**src/rtl/seq_bin_to_bcd.sv**
```systemverilog
// Sequential double-dabble converter: unsigned binary magnitude to packed BCD,
// one input bit per clock, with a start/busy/done handshake.
module seq_bin_to_bcd #(
  parameter int BIN_W  = 15,
  parameter int DIGITS = 5
) (
  input  logic                  sys_clk,
  input  logic                  rst,
  input  logic                  start,
  input  logic [BIN_W-1:0]      bin_in,
  output logic                  busy,
  output logic                  done,
  output logic [4*DIGITS-1:0]   bcd
);

  localparam int ACC_W = 4 * DIGITS;
  localparam int CNT_W = $clog2(BIN_W + 1);

  function automatic longint pow10(input int n);
    longint r;
    r = 64'd1;
    for (int i = 0; i < n; i++) begin
      r = r * 64'd10;
    end
    return r;
  endfunction

  localparam longint MAX_BIN = (64'd1 << BIN_W) - 64'd1;
  localparam longint MAX_BCD = pow10(DIGITS) - 64'd1;

  if (MAX_BIN > MAX_BCD) begin : g_range_check
    $fatal(1, "seq_bin_to_bcd: DIGITS too small for BIN_W");
  end

  // Add-3 correction for every digit that is 5 or more; no carry between digits.
  function automatic logic [ACC_W-1:0] dabble_adjust(input logic [ACC_W-1:0] a);
    logic [ACC_W-1:0] r;
    r = a;
    for (int d = 0; d < DIGITS; d++) begin
      if (a[4*d +: 4] >= 4'd5) begin
        r[4*d +: 4] = a[4*d +: 4] + 4'd3;
      end else begin
        r[4*d +: 4] = a[4*d +: 4];
      end
    end
    return r;
  endfunction

  typedef enum logic [0:0] {IDLE = 1'b0, CONV = 1'b1} state_t;

  state_t                   state_r, state_next_s;
  logic [BIN_W-1:0]         shift_r;
  logic [ACC_W-1:0]         acc_r;
  logic [CNT_W-1:0]         count_r;
  logic [ACC_W-1:0]         bcd_r;
  logic                     busy_r, done_r;
  logic                     busy_next_s, done_next_s;
  logic                     last_step_s;
  logic [ACC_W+BIN_W-1:0]   step_s;

  assign last_step_s = (count_r == CNT_W'(1));
  assign step_s      = {dabble_adjust(acc_r), shift_r} << 1'b1;

  // State register.
  always_ff @(posedge sys_clk) begin
    if (rst) begin
      state_r <= IDLE;
    end else begin
      state_r <= state_next_s;
    end
  end

  // Next-state logic.
  always_comb begin
    state_next_s = state_r;
    case (state_r)
      IDLE: begin
        if (start) begin
          state_next_s = CONV;
        end else begin
          state_next_s = IDLE;
        end
      end
      CONV: begin
        if (last_step_s) begin
          state_next_s = IDLE;
        end else begin
          state_next_s = CONV;
        end
      end
      default: state_next_s = IDLE;
    endcase
  end

  // Output decode; busy and done are registered from these.
  always_comb begin
    busy_next_s = 1'b0;
    done_next_s = 1'b0;
    case (state_r)
      IDLE: begin
        busy_next_s = start;
        done_next_s = 1'b0;
      end
      CONV: begin
        busy_next_s = !last_step_s;
        done_next_s = last_step_s;
      end
      default: begin
        busy_next_s = 1'b0;
        done_next_s = 1'b0;
      end
    endcase
  end

  // Datapath and registered handshake outputs.
  always_ff @(posedge sys_clk) begin
    if (rst) begin
      shift_r <= {BIN_W{1'b0}};
      acc_r   <= {ACC_W{1'b0}};
      count_r <= {CNT_W{1'b0}};
      bcd_r   <= {ACC_W{1'b0}};
      busy_r  <= 1'b0;
      done_r  <= 1'b0;
    end else begin
      busy_r <= busy_next_s;
      done_r <= done_next_s;
      case (state_r)
        IDLE: begin
          if (start) begin
            shift_r <= bin_in;
            acc_r   <= {ACC_W{1'b0}};
            count_r <= CNT_W'(BIN_W);
          end
        end
        CONV: begin
          acc_r   <= step_s[ACC_W+BIN_W-1:BIN_W];
          shift_r <= step_s[BIN_W-1:0];
          count_r <= count_r - CNT_W'(1);
          // bcd only ever sees the completed result.
          if (last_step_s) begin
            bcd_r <= step_s[ACC_W+BIN_W-1:BIN_W];
          end
        end
        default: ;
      endcase
    end
  end

  assign busy = busy_r;
  assign done = done_r;
  assign bcd  = bcd_r;

endmodule

```
**config.mk**
```make
export PLATFORM = sky130hd
export DESIGN_NAME = seq_bin_to_bcd
export DESIGN_NICKNAME = d
export VERILOG_FILES = /design/src/rtl/seq_bin_to_bcd.sv
export SDC_FILE = /design/constraint.sdc
export NUM_CORES = 1
export LEC_CHECK = 0
export ABC_AREA = 1
export CAP_MARGIN = 30
export CORE_MARGIN = 4
export CORE_UTILIZATION = 25
export CTS_BUF_LIST = sky130_fd_sc_hd__clkbuf_16
export DETAILED_ROUTE_END_ITERATION = 12
export PLACE_DENSITY = 0.46
export SLEW_MARGIN = 25
export SYNTH_ARGS = -nofsm -noshare
export SYNTH_HDL_FRONTEND = slang
export SYNTH_SLANG_ARGS = --single-unit
```
**constraint.sdc**
```tcl
create_clock -name sys_clk -period 2.5 [get_ports sys_clk]
set_clock_uncertainty 0.1 [all_clocks]
set_input_delay 0.75 -clock sys_clk [delete_from_list [all_inputs] [get_ports sys_clk]]
set_output_delay 0.75 -clock sys_clk [all_outputs]
set_load 0.01 [all_outputs]
```
[Word level (Yosys, flattened, before mapping)]
Index checks and enable logic that the tools add are counted.
Cells by class
  muxes and demuxes: 16
  equal/unequal tests: 2
  add/sub/neg operators: 6
  reductions and logical operators: 2
  magnitude comparators: 5
  bitwise operators: 1
Operators with widths (number)
  $pmux 20 s2: 1
  $pmux 15 s2: 1
  $ge 4x3->1 const B: 5
  $mux 20: 1
  $mux 4: 5
  $add 4x2->4 const B: 4
  $mux 15: 1
  $pmux 4 s2: 1
  $pmux 1 s2: 3
  $eq 4x1->1 const B: 1
  $sub 4x1->4 const B: 1
  $add 3x2->3 const B: 1
  $mux 3: 1
  $mux 1: 2
  $ne 2x2->1 const B: 1
  $reduce_and 2->1: 1
  $logic_not 1->1: 1
  $not 1->1: 1
Storage, ports and cells
  input bits: 18
  register bits: 62
  output and inout bits: 22
  logic and storage cells: 39

[Logic depth before layout (Yosys ltp)]
Gate-level depths: netlist (run 1).
  depth in word-level cells: 3
  gate-level depth with buffers: 8
  mapped depth without buffers: 8

[Least setup slack after synthesis (run 1)]
Ideal clock, no wire load.
  kind: in2reg
  start point: input start
  end point: register shift_r[8]
  arrival time: 1.393 ns
  required time: 2.291 ns
  cell stages on the path: 7
  buffers on the path: 2
  slack: 0.898 ns
  cell sequence: buf_2 > nor2_8 > buf_4 > a22oi_1 > nand2_1 > nand2_1 > inv_1
Between the ends
  word-level cells in the longest chain between the ends: 1
Ends and longest elaborated chain
  start, declared: line 9  | input logic start,
  $ne 2x2->1 (no source line)
  end signal, assigned: line 118  | shift_r <= {BIN_W{1'b0}};
  end signal, assigned: line 130  | shift_r <= bin_in;
  end signal, assigned: line 137  | shift_r <= step_s[BIN_W-1:0];
  end, declared: line 52  | logic [BIN_W-1:0] shift_r;
Every way passes these cells.
A chain may end at the register's enable or synchronous reset.

[Worst setup path after layout (run 1)]
  start point: register bcd_r[0], in the netlist bcd[0]
  end point: output bcd[0]
RTL lines
  start, declared: line 55  | logic [ACC_W-1:0] bcd_r;
  start signal, assigned: line 121  | bcd_r <= {ACC_W{1'b0}};
  start signal, assigned: line 141  | bcd_r <= step_s[ACC_W+BIN_W-1:BIN_W];
  end, declared: line 13  | output logic [4*DIGITS-1:0] bcd
No word-level cell between the ends.

==> qor.txt, run 1 <==
Fill count - 1230
Minimum clock period - 2.07 ns
Initial antenna violation count - 0
Mapped Cells - 406
Yosys reg bits - 61
GRT Overall Usage - 10.8%
Post-Layout Cell Count - 592
CP Capture Type - output port
R2r setup slk - 0.73 ns
Largest net degree at the start of global routing - 38
Vias - 2664
Max incr delay on CP - 0.55 ns
Final Slew Violations - 0
Slowest stage cell, crit path - clkdlybuf4s50_1
Share of cells above drive strength 1 - 5.79%
Synth unique cells - 25
Buf/Inv on CP - 1
Post-synth ARST share - 0%
CTS Buffer Depth - 2
CP Class - flip-flop to output port
CP Launch Type - flip-flop
Cell Rows - 39
DP HPWL - 4760 µm
EDFF count, synth - 0
CTS HTree Levels - 3
Critical path arrival - 1.22 ns
Setup Fix Bufs, Post-CTS - 0
RSZ-0062 raised after global routing - false
Port Buffers - 39
CTS tree - yes
Post-layout util - 32.5%
Root Driver - clkbuf_16
Clk sinks - 61
Cts-stage hold buffer count - 0
Iteration-0 DRC Markers - 136
Remaining global-route overflow - 0
Die width - 116 µm
Run status - completed
Seq/Total Area, Yosys - 41.7%
Family with the most delay on the worst path - buffers and inverters
Hold Path Class - flip-flop to flip-flop
Initial Util - 25.5%
Inserted Clock Buffers - 9
Max Clock Freq - 484 MHz
Worst-margin pin slew - 0.503 ns
Area growth syn-to-layout - 27.3%
Syn Area/Cell - 7.21 µm²
Final hold vios - 0
Skew-Pair Late Insertion Delay - 0.32 ns
Most common cell after layout, fill and taps aside - nand2_1
Final wirelength - 6960 µm
Worst endpoint required time - 1.65 ns
Hold Slack - 0.367 ns
Fin crit share - 82.7%
# Max-Cap Violations - 0
Ant. Diodes - 0
Core ar. - 11500 µm²
Maximum VDD drop - 290 µV
Register area - 1220 µm²
Post-cts resize count - 0
Routability cong. - 0.825
Drt via density - 4.50
Final nets - 474
Synth Cell Area - 2930 µm²
First-pass GRT wire length - 11700 µm
CTS clk-pin slew, worst paths - 0.05 ns
Die area - 13500 µm²
Final setup viols - 0
Worst relative slew slack - 66.4%
Ordered list of cells on the worst path - clkdlybuf4s50_1
Placed cells - 576
Post-Syn Nets - 436
Die height - 116 µm
Vias in the first global route - 2535
First-pass DRT Iterations - 5
Post-DRT Antenna Nets - 0
IO Count - 40
P_leak - 1.67 nW
PD cells - 636 nW/µm²
Detailed-route DRC error count - 0
Most frequent cells in the layout - nand2_1, nand3_1, dfxtp_1
Warnings, synthesis - 0
Multi-input combinational cell area - 1410 µm²
Worst-path fanout max - 2
Dominant synthesized flop cell - dfxtp_1
WL/cell - 11.8 µm
Sum of negative setup slack - 0 ns
[final cells by class]
| class | instances | area share (%) |
|---|---|---|
| clock buffers | 9 | 6.04 |
| clock inverters | 7 | 1.58 |
| inverters | 47 | 4.73 |
| multi-input cells | 278 | 37.7 |
| flip-flops and latches | 61 | 32.7 |
| well taps | 143 | 4.80 |
| repair buffers | 47 | 12.4 |
[flip-flops by register name, indices dropped and copies added (netlist names)]
| name | cells |
|---|---|
| acc_r | 20 |
| done | 1 |
| bcd | 20 |
| shift_r | 15 |
| state_r | 1 |
| count_r | 4 |
[path summary, 6_finish.rpt]
check | cells past startpoint | startpoint | to
setup / recovery | 1 | bcd[0] | bcd[0]
hold / removal | 2 | shift_r[0] | shift_r[0]
setup reg to reg | 5 | state_r | bcd[19]
hold reg to reg | 2 | shift_r[0] | shift_r[0]
[where the power goes]
group / leakage [nW] / internal, mW / total (mW) / switching [mW]
Sequential: 0.495 / 0.998 / 1.01 / 0.0119
Clock: 0.145 / 0.756 / 1.17 / 0.419
Combinational: 1.03 / 0.0740 / 0.186 / 0.112
[cell families after synthesis]
logic type,Yosys count,share of synthesized area [%]
compound gates,53,10.0
xor+xnor,1,0.299
fa+ha+maj,12,5.13
buf+inv,67,10.3
flops,61,41.7
simple gates,212,32.6
[metrics by stage]
| step | power (mW) | area, µm² | worst slack (ns) |
|---|---|---|---|
| 6_report | 2.37 | 3730 | 0.433 |
| 3_5_place_dp | 1.22 | 3450 | 0.296 |
| 5_1_grt | 2.47 | 3730 | 0.376 |
| 4_1_cts | 2.42 | 3730 | 0.407 |
| 2_1_floorplan | 1.15 | 2930 | 0.898 |
| 3_3_place_gp | 1.22 | 3450 | 0.318 |
[cell usage after synthesis (3+ instances only)]
library cell / instances / share of area [%]
nand2_1: 119 / 15
nand3_1: 74 / 13
dfxtp_1: 61 / 42
inv_1: 45 / 5.8
a21oi_1: 32 / 5.5
ha_1: 12 / 5.1
o21ai_0: 11 / 1.9
buf_2: 10 / 1.7
nand4_1: 8 / 1.7
a22oi_1: 6 / 1.5
nor2_1: 5 / 0.64
buf_4: 4 / 1.0
buf_6: 3 / 1.2
[per-layer routing]
layer / track usage (%) / up-vias / routed length, µm
li1: - / 1404 / -
met1: 13.4 / 1197 / 3320
met2: 17.7 / 56 / 3230
met3: 3.58 / 7 / 333
met4: 3.33 / 0 / 81
met5: 0 / - / 0
(Power assumes the default switching activity.)
==> inputs of run 2 (changes only) <==
--- a/config.mk
+++ b/config.mk
@@ -11,7 +11,7 @@
 export CORE_UTILIZATION = 25
 export CTS_BUF_LIST = sky130_fd_sc_hd__clkbuf_16
 export DETAILED_ROUTE_END_ITERATION = 12
-export PLACE_DENSITY = 0.46
+export PLACE_DENSITY = 0.47
 export SLEW_MARGIN = 25
 export SYNTH_ARGS = -nofsm -noshare
 export SYNTH_HDL_FRONTEND = slang
==> constraint.sdc (replaced) <==
create_clock -name sys_clk -period 1.76 [get_ports sys_clk]
set_clock_uncertainty 0.1 [all_clocks]
set_input_delay 0.528 -clock sys_clk [delete_from_list [all_inputs] [get_ports sys_clk]]
set_output_delay 0.528 -clock sys_clk [all_outputs]
set_load 0.01 [all_outputs]
==> qor.txt, run 2 (synthesized netlist as in run 1, its figures left out) <==
Iteration-0 DRC Markers - 137
Cell Rows - 39
Fin crit share - 88.5%
Initial antenna violation count - 0
Design Area, Final - 3810 µm²
Ant. Diodes - 0
Area growth syn-to-layout - 30.2%
R2r endpoint - acc_r[14]
Critical path arrival - 0.93 ns
CTS tree - yes
Worst endpoint required time - 1.13 ns
R2r setup slk - 0.24 ns
Hold Path Sink - bcd[6]
Vias in the first global route - 2530
Ordered list of cells on the worst path - dlygate4sd2_1
DP HPWL - 4940 µm
IO Count - 40
RSZ-0062 raised after global routing - false
Core ar. - 11500 µm²
Routability cong. - 0.833
Remaining global-route overflow - 0
Most frequent cells in the layout - nand2_1, nand3_1, dfxtp_1
CP Capture Type - output port
GRT Overall Usage - 10.7%
Minimum clock period - 1.56 ns
Setup ws final - 0.202 ns
PD cells - 927 nW/µm²
Hold Crit Depth - 2
Die height - 116 µm
Final Slew Violations - 0
First-pass GRT wire length - 11500 µm
Max incr delay on CP - 0.33 ns
Port Buffers - 39
Post-DRT Antenna Nets - 0
Vias - 2687
Max Clock Freq - 642 MHz
Inserted Clock Buffers - 9
Worst-margin pin slew - 0.311 ns
Hold Startpoint - bcd[6]
Placed cells - 583
Slowest stage cell, crit path - dfxtp_1
Family with the most delay on the worst path - flip-flops
CTS Buffer Depth - 2
Final nets - 481
Most common cell after layout, fill and taps aside - nand2_1
Multi-input combinational cell area - 1410 µm²
Buf/Inv on CP - 1
Final hold vios - 0
Drt via density - 4.49
Detailed-route DRC error count - 0
Fill count - 1215
Largest net degree at the start of global routing - 24
Worst relative slew slack - 79.2%
Pwr Total - 3.53 mW
Skew-Pair Late Insertion Delay - 0.33 ns
Final wirelength - 6880 µm
Placed Instance Area - 3540 µm²
# Max-Cap Violations - 0
Die area - 13500 µm²
Levels on crit path - 1
Maximum VDD drop - 424 µV
Run status - completed
Place WS - -0.124 ns
CP Launch Type - flip-flop
Root Driver - clkbuf_16
Worst-path fanout max - 2
Reg2reg path depth - 8
Initial Util - 25.5%
Die width - 116 µm
Setup Fix Bufs, Post-CTS - 0
Final setup viols - 0
CTS HTree Levels - 3
Hold Path Class - flip-flop to flip-flop
Clk sinks - 61
Share of cells above drive strength 1 - 7.47%
FF-to-FF Start - acc_r[12]
Post-Layout Cell Count - 598
WL/cell - 11.5 µm
CTS clk-pin slew, worst paths - 0.05 ns
Hold Slack - 0.363 ns
First-pass DRT Iterations - 5
CP Class - flip-flop to output port
P_leak - 1.83 nW
Register area - 1220 µm²
==> run 2: cell types whose count changed in the layout (fill, tap and decap cells not counted) <==
cell / delta
bufinv_16: +1
dlygate4sd2_1: +22
clkinvlp_4: -1
inv_1: -2
clkinv_2: +1
buf_12: +3
buf_4: +4
clkdlybuf4s50_1: -22
==> run 2: where the power goes <==
| part | internal [mW] | switching, mW |
|---|---|---|
| logic | 0.121 | 0.158 |
| registers | 1.42 | 0.0169 |
| clock network | 1.22 | 0.604 |
==> run 2: routing by layer <==
layer	vias up	wire length (µm)	track usage, %
li1	1425	-	-
met1	1200	3250	13.5
met2	54	3200	16.7
met3	8	340	4.04
met4	0	89	3.48
met5	-	0	0
==> run 2: per-stage QoR <==
step                setup TNS (ns)  util, %
floorplan                        0        -
global route                     0     33.2
global placement             -3.08     30.8
CTS                              0     33.2
detailed placement           -2.88     30.8
finish                           0     33.2
==> run 2: worst max-delay path by stage <==
stage / startpoint / endpoint
6_report: bcd[3] / bcd[3]
2_1_floorplan: start / shift_r[8]
3_5_place_dp: start / acc_r[10]
3_3_place_gp: start / shift_r[12]
5_1_grt: acc_r[8] / acc_r[10]
4_1_cts: bcd[16] / bcd[16]
==> run 2: layout make-up <==
| class | instances | area share (%) |
|---|---|---|
| Sequential cell | 61 | 32.0 |
| Tap cell | 143 | 4.69 |
| Clock buffer | 9 | 5.91 |
| Clock inverter | 6 | 2.07 |
| Timing Repair Buffer | 54 | 13.8 |
| Inverter | 47 | 4.63 |
| Multi-Input combinational cell | 278 | 36.9 |
==> run 2: repair_timing <==
action,CTS,global route
endpoints found under the setup margin,22,0
hold buffers,0,0
gates resized for setup,22,0
==> inputs of run 3 (changes only) <==
--- a/config.mk
+++ b/config.mk
@@ -7,6 +7,7 @@
 export LEC_CHECK = 0
 export ABC_AREA = 1
 export CAP_MARGIN = 30
+export CORE_ASPECT_RATIO = 1.1
 export CORE_MARGIN = 4
 export CORE_UTILIZATION = 25
 export CTS_BUF_LIST = sky130_fd_sc_hd__clkbuf_16
==> qor.txt, run 3 (synthesized netlist as in run 1, its figures left out) <==
CP Capture Type - output port
CP Launch Type - flip-flop
Fin crit share - 91.8%
First-pass DRT Iterations - 5
Worst-path fanout max - 2
Final setup viols - 0
Family with the most delay on the worst path - flip-flops
Initial antenna violation count - 0
Area growth syn-to-layout - 29.9%
CTS clk-pin slew, worst paths - 0.05 ns
Routability cong. - 0.761
Minimum clock period - 1.62 ns
IO Count - 40
Most frequent cells in the layout - nand2_1, nand3_1, dfxtp_1
Final wirelength - 6690 µm
Most common cell after layout, fill and taps aside - nand2_1
Post-layout util - 33.1%
Ant. Diodes - 0
Placed cells - 589
CTS Buffer Depth - 2
Iteration-0 DRC Markers - 105
Worst-margin pin slew - 0.290 ns
Ordered list of cells on the worst path - dlygate4sd2_1
Critical path arrival - 0.99 ns
Initial Util - 25.5%
RSZ-0062 raised after global routing - false
Vias - 2667
Reg2reg path depth - 8
CTS HTree Levels - 3
WL/cell - 11.1 µm
Clk sinks - 61
Final Slew Violations - 0
Port Buffers - 39
Cell Rows - 41
Post-Layout Cell Count - 605
PD cells - 927 nW/µm²
GRT Overall Usage - 10.7%
Max Clock Freq - 619 MHz
Hold Path Class - flip-flop to flip-flop
Inserted Clock Buffers - 9
Skew-Pair Late Insertion Delay - 0.32 ns
Worst endpoint required time - 1.13 ns
P_leak - 1.83 nW
Slowest stage cell, crit path - dfxtp_1
Worst relative slew slack - 80.7%
Remaining global-route overflow - 0
Final hold vios - 0
DP HPWL - 4850 µm
Drt via density - 4.41
# Max-Cap Violations - 0
CP Class - flip-flop to output port
Hold Crit Depth - 2
Die area - 13500 µm²
Vias in the first global route - 2564
Final nets - 480
Max incr delay on CP - 0.38 ns
Share of cells above drive strength 1 - 7.03%
Buf/Inv on CP - 1
First-pass GRT wire length - 11700 µm
Hold Slack - 0.363 ns
CTS tree - yes
Largest net degree at the start of global routing - 38
Run status - completed
Post-DRT Antenna Nets - 0
Core ar. - 11500 µm²
Die width - 111 µm
Detailed-route DRC error count - 0
Root Driver - clkbuf_16
Maximum VDD drop - 337 µV
Cts-stage hold buffer count - 0
Levels on crit path - 1
Die height - 122 µm
==> run 3: cell types whose count changed in the layout (fill, tap and decap cells not counted), sizes merged <==
cell      before  now
buf           15   14
inv           47   50
clkinvlp       0    1
clkinv         4    1
==> run 3: worst paths after layout <==
kind	slack [ns]	end	start
worst max-delay path	0.14	busy	state_r
worst min-delay path	0.36	bcd[11]	bcd[11]
worst max register to register	0.27	acc_r[10]	acc_r[8]
worst min register to register	0.36	bcd[11]	bcd[11]
==> run 3: cell type report <==
class | instances | area [µm²]
Clock buffer | 9 | 225
Multi-Input combinational cell | 278 | 1410
Clock inverter | 7 | 83.8
Fill cell | 1252 | 7680
Timing Repair Buffer | 53 | 505
Inverter | 47 | 176
Tap cell | 150 | 188
Sequential cell | 61 | 1220
==> run 3: through the flow <==
stage	worst slack [ns]	power, mW	instance area, µm²	TNS (ns)
floorplan	0.380	1.64	2930	0
global placement	-0.0962	1.74	3520	-1.12
detailed placement	-0.108	1.75	3520	-1.83
CTS	0.104	3.59	3810	0
global route	0.0782	3.70	3810	0
finish	0.144	3.53	3810	0
==> run 3: power by group <==
group	switching, mW	internal (mW)	leakage [nW]
clock	0.596	1.22	0.159
combinational	0.158	0.117	1.17
sequential	0.0188	1.42	0.495
total	0.773	2.75	1.83
==> run 3: what timing repair did <==
action / 4_1_cts / 5_1_grt
resized for setup: 22 / 0
hold endpoints to repair: 0 / 0
setup buffers: 0 / 0
setup endpoints to repair: 22 / 0
==> run 3: routing by layer <==
metal  wire [µm]  global-route usage [%]  vias up  part of all wire (%)
met4         106                    5.48        0                   1.6
met5           0                       0        -                     0
met2        3040                    17.6       43                    45
met3         289                    2.79        9                   4.3
met1        3250                    12.8     1192                    49
li1            -                       -     1423                     -
==> RTL change 1 (settings of run 3) <==
Change the parameter `BIN_W` from 15 to 16.
--- a/src/rtl/seq_bin_to_bcd.sv
+++ b/src/rtl/seq_bin_to_bcd.sv
@@ -3,3 +3,3 @@
 module seq_bin_to_bcd #(
-  parameter int BIN_W  = 15,
+  parameter int BIN_W  = 16,
   parameter int DIGITS = 5
Interface: changed (resized bin_in); port bits go from 40 to 41. The function was not compared with the original's and may differ.
==> RTL change 1 against run 3 <==
Non-clock buffer count is 1 higher; routed wire length is 6.7% higher; area after synthesis is 2.5% higher; clock power is 14% lower; power is 5.9% lower; cell area is 1.4% higher; maximum frequency is 2.4% lower; sequential cell count is 2 higher; cell count is 2.6% higher; setup slack worse by 0.040 ns.
==> RTL change 1: results (changes against run 3) <==
Global routing:
- The global router's overall resource usage is 11.06% (+0.39 points).
- The largest net degree at the start of global routing is 31 (-18%).
- The via count of the first global-routing pass was 2738 (+6.8%).
- The wire length of the first global-routing pass is 12.52 mm (+7.1%).

Clock tree:
- The total of cells resized after clock tree synthesis came to 23 (+4.5%).
- The maximum level of the CTS H-tree is 3 (unchanged).
- The maximum clock path buffer count is 2 (unchanged).
- The register clock-pin slew on the reported worst setup and hold paths was 0.05 ns (about the same).
- In this run the clock root is driven by a clkbuf_16.

Setup path:
- The slack of the worst reg-to-reg path was 0.19 ns (-0.08 ns).
- Among all stages on the critical path, the largest delay is contributed by dfxtp_1.
- The path depth of the worst reg2reg path is 6 (-2).
- In this run the critical register-to-register path is launched from count_r[1].
- The data arrival at the endpoint of the critical path was 1.03 ns (+0.04 ns).
- Broken down by cell family, the worst path's largest delay share belongs to flip-flops.
- The largest incremental delay on the critical path was 0.40 ns (+0.02 ns).
- The highest net fanout along the worst path is 4 (+2).
- The endpoint identified for the worst register-to-register timing path is bcd[5].

Final layout:
- The number of nets in the layout was 497 (+3.5%).
- The fraction of layout cells with a size suffix above 1 came to 7.219% (+0.19 points).

Worst hold path:
- The launch instance of the worst min-delay path is acc_r[17].
- The number of cells traversed by the worst hold path is 2 (unchanged).
- The worst hold endpoint is acc_r[17].
- The path category of the worst min-delay check is flip-flop to flip-flop.

Logic synthesis:
- Yosys attributes the largest share of cell area to dfxtp_1 (42%), nand2_1 (16%), nand3_1 (13%), inv_1 (5.9%), a21oi_1 (5.8%).
- The leading register cell type out of synthesis is dfxtp_1.
- The share of flip-flops with an asynchronous set or reset after synthesis is 0% (unchanged).
- The post-synthesis sequential area ratio is 42.02% (+0.33 points).
- The total nets after synthesis was 454 (+4.1%).
- After synthesis, the most frequently instantiated cells are nand2_1 (129), nand3_1 (76), dfxtp_1 (63).
- The unique cell type count in the Yosys netlist came to 22 (-12%).
- The yosys synthesis warning count was 0 (unchanged).

Place:
- The worst setup slack before clock tree synthesis is -0.3729 ns (-0.2649 ns).
- The final estimated routing congestion in global placement is 0.8169 (+7.4%).
- The HPWL after detailed placement is 4.940 mm (+1.9%).
- The number of buffers added on ports is 40 (+2.6%).

Outcome:
- The run finished with clean final reports.

Detailed routing:
- The initial DRC count is 135 (+29%).
- The via count came to 2836 (+6.3%).
- The number of search-and-repair iterations in the first detailed-routing pass came to 4 (-1).
- The total wirelength of the detailed-routed design is 7.132 mm (+6.7%).
- The number of design rule violations left after detail routing came to 0 (unchanged).

Power and ir drop:
- The maximum ir drop on the vdd rail is 0.3942 mV (+17%).
- The total leakage power was 1.859 nW (+1.6%).

Timing:
- The relative slew slack was 65.93% (-15 points).
- The worst-case hold slack is 0.3627 ns (-0.0007010 ns).
## RTL change 1: worst max-delay path by stage
| stage | from | to | slack [ns] | cells after the start |
|---|---|---|---|---|
| 2_1_floorplan | start | shift_r[5] | 0.40 | 7 |
| 3_3_place_gp | rst | bcd[9] | -0.34 | 4 |
| 3_5_place_dp | rst | bcd[13] | -0.37 | 4 |
| 4_1_cts | state_r | busy | 0.08 | 1 |
| 5_1_grt | state_r | busy | 0.03 | 1 |
| 6_report | state_r | busy | 0.10 | 1 |
## RTL change 1: area by class of cell
type | instances | area, um2
flip-flops and latches | 63 | 1261
inverters | 48 | 180.2
clock inverters | 7 | 41.29
multi-input cells | 290 | 1436
fillers | 1277 | 7734
repair buffers | 54 | 528.0
well taps | 150 | 187.7
clock buffers | 9 | 225.2
## RTL change 1: per-stage QoR
stage	area (um2)	cells	util [%]
after floorplan	3002	423	-
after global placement	3616	605	31.19
after detailed placement	3616	605	31.19
after CTS	3860	621	33.29
after global routing	3860	621	33.29
final	3860	621	33.29
## RTL change 1: where the power goes
group	internal [W]	switching (W)	leakage [nW]
sequential	0.00146	0.0000201	0.511
clock	0.000937	0.000616	0.130
combinational	0.000124	0.000158	1.22
## RTL change 1: cell families after synthesis
group                    Yosys count  synth area share (%)
adder cells (fa/ha/maj)           12                 5.002
AO/OA/AOI/OAI                     54                 10.05
buffers and inverters             70                 10.30
AND/OR/NAND/NOR                  224                 32.64
flip-flops                        63                 42.02
## RTL change 1: layer usage
metal  vias up  wire [um]  global-route usage (%)
met4         0        138                   3.832
li1       1469          -                       -
met2        89       3149                   18.33
met5         -          0                       0
met3        12        444                   3.426
met1      1266       3399                   13.69
==> RTL change 2 (settings of run 3) <==
Without the edit above. The output `busy` loses its register stage (`busy_r` becomes a continuous assignment).
--- a/src/rtl/seq_bin_to_bcd.sv
+++ b/src/rtl/seq_bin_to_bcd.sv
@@ -121,6 +121,4 @@
       bcd_r   <= {ACC_W{1'b0}};
-      busy_r  <= 1'b0;
       done_r  <= 1'b0;
     end else begin
-      busy_r <= busy_next_s;
       done_r <= done_next_s;
@@ -148,2 +146,4 @@
 
+  assign busy_r = busy_next_s;
+
   assign busy = busy_r;
Formal check against the unedited RTL: not equivalent (a bounded check fails within 4 cycles, from zero or initial values and one cycle with rst high).
==> RTL change 2 against run 3 <==
The run now ends with setup timing left; sequential cell count unchanged; power is 2.8% higher; routed wire length increased by 6.7%; worst hold slack improved by 0.0013 ns; die area is 1.1% higher; cell area is 0.89% higher; critical path depth rose by 5; area after synthesis grew 1.2%; setup slack got worse by 0.19 ns; cell count up 1.3%; sequential power rose by 3%.
==> RTL change 2: results (changes against run 3) <==
Clock tree:
- The maximum level of the CTS H-tree is 3 (unchanged).
- The TritonCTS buffer count is 9 (unchanged).
- The register clock-pin slew on the reported worst setup and hold paths is approximately 0.060 ns.
- The latest clock arrival within the worst-skew pair is around 0.33 ns.
- The cell at the root of the clock tree is clkbuf_16.
- The maximum clock path buffer count is 2 (unchanged).

Power and ir drop:
- The maximum ir drop on the vdd rail is 0.3717 mV (+10%).
- The total leakage power is 1.723 nW (-5.8%).

Global routing:
- The global router's overall resource usage is 11.34% (+0.67 points).
- The met2 demand-to-capacity share in global routing came to 18.63% (+0.98 points).
- The met3 track utilization from global routing was 3.748% (+0.95 points).
- The largest net degree at the start of global routing came to 36 (-5.3%).
- The initial antenna violation count is 0 (unchanged).
- The met1 track utilization from global routing is 14.03% (+1.2 points).
- The wire length of the first global-routing pass came to 12.57 mm (+7.6%).
- The via count of the first global-routing pass is 2716 (+5.9%).

Logic synthesis:
- For this run, the leading register cell type out of synthesis is dfxtp_1.
- The total nets after synthesis came to 439 (+0.69%).
- The share of flip-flops with an asynchronous set or reset after synthesis is 0% (unchanged).
- The xor and xnor fraction of the mapped netlist area is 0% (-0.30 points).
- The proportion of synthesized area in mux cells is 0.6751% (+0.68 points).
- The compound-gate portion of the synthesized area is 12.28% (+2.3 points).
- By count the netlist is led by nand2_1 (98), dfxtp_1 (61), nor2_1 (54).
- The cell count after synthesis is 409 (+0.74%).
- Sorting the synthesized cells by area gives the leading types as dfxtp_1 (41%), nand2_1 (12%), nor2_1 (6.8%), inv_1 (5.2%), ha_1 (5.1%).
- The unique cell type count in the Yosys netlist is 26 (+4.0%).
- The post-synthesis sequential area ratio is 41.18% (-0.51 points).
- The share of synthesized cell area in full adder, half adder and majority cells is 5.063% (-0.063 points).
- The yosys synthesis warning count came to 0 (unchanged).

Setup path:
- The data arrival at the endpoint of the critical path is 1.18 ns (+0.19 ns).
- The highest net fanout along the worst path is 2 (unchanged).

Place:
- The number of buffers added on ports is 39 (unchanged).
- The cell count after placement is 595 (+1.0%).
- The HPWL after detailed placement is 4.876 mm (+0.57%).
- The final estimated routing congestion in global placement is 0.7722 (+1.5%).

Detailed routing:
- The number of search-and-repair iterations in the first detailed-routing pass is 4 (-1).
- The initial DRC count is 104 (-0.95%).
- The average wire per standard cell is 11.64 um (+5.3%).
- The wire length on met1 is 3.482 mm (+7.1%).
- The length of routed met2 wiring is 3.232 mm (+6.3%).
- The detailed route wirelength on metal3 is 324 um (+12%).
- The mean number of vias per cell is 4.423 (+0.32%).
- Signal routing reaches up to met4.

Timing:
- The total of endpoints with negative setup slack in the final report is 1 (+1).
- The final worst slack is -0.04974 ns (-0.1937 ns).
- The slew of the pin with the lowest slew margin is 0.4163 ns (+0.1268 ns).

Final layout:
- The post-layout instance count excluding filler cells came to 613 (+1.3%).
- The fraction of layout cells with a size suffix above 1 came to 10.58% (+3.6 points).
- The number of nets in the layout is 488 (+1.7%).
- The antenna diode instance count was 0 (unchanged).

Outcome:
- The flow ran to the end, but the final reports show violations.
- The checks that failed: setup timing.

Worst hold path:
- The path category of the worst min-delay check is flip-flop to flip-flop.
## RTL change 2: worst paths after layout
path | start | end | slack (ns) | cells after the start
setup reg to reg | count_r[1] | bcd[1] | 0.06 | 8
hold / removal | shift_r[0] | shift_r[0] | 0.36 | 2
setup / recovery | count_r[1] | busy | -0.05 | 6
hold reg to reg | shift_r[0] | shift_r[0] | 0.36 | 2
## RTL change 2: through the flow
step	power (W)	TNS, ns	hold slack (ns)	utilization (%)	setup WS (ns)
floorplan	0.001729	0	0.3391	-	0.1012
global placement	0.001872	-3.790	0.3501	30.54	-0.7757
detailed placement	0.001875	-4.084	0.3561	30.54	-0.7725
CTS	0.003684	-0.1222	0.3642	33.08	-0.1222
global route	0.003795	-0.2093	0.4024	33.27	-0.09742
finish	0.003627	-0.04974	0.3648	33.27	-0.04974
## RTL change 2: repair_timing
| action | CTS | global route |
|---|---|---|
| setup buffers | 1 | 1 |
| pin swaps | 2 | 1 |
| cloned | 0 | 0 |
| endpoints found under the setup margin | 23 | 9 |
| gates resized for setup | 29 | 5 |
| hold endpoints to repair | 0 | 0 |
## RTL change 2: where the power goes
| part | total, W | switching [W] | internal, W |
|---|---|---|---|
| clock | 0.00178 | 0.000671 | 0.00111 |
| sequential | 0.00149 | 0.0000376 | 0.00145 |
| combinational | 0.000357 | 0.000201 | 0.000156 |
| total | 0.00363 | 0.000909 | 0.00272 |
## RTL change 2: area by class of cell
class                   instances  area [um2]
well taps                     150       187.7
clock inverters                 7       81.33
clock buffers                   9       225.2
multi-input cells             283        1448
fillers                      1277        7702
flip-flops and latches         61        1224
inverters                      46       180.2
repair buffers                 57       494.2
## RTL change 2: critical path, stage by stage, from the launching register on
cell and delay, ns:
dfxtp_2 0.31, inv_2 0.07, ha_4 0.13, nand3_4 0.08
nor2_8 0.09, nor2_2 0.04, buf_2 0.13
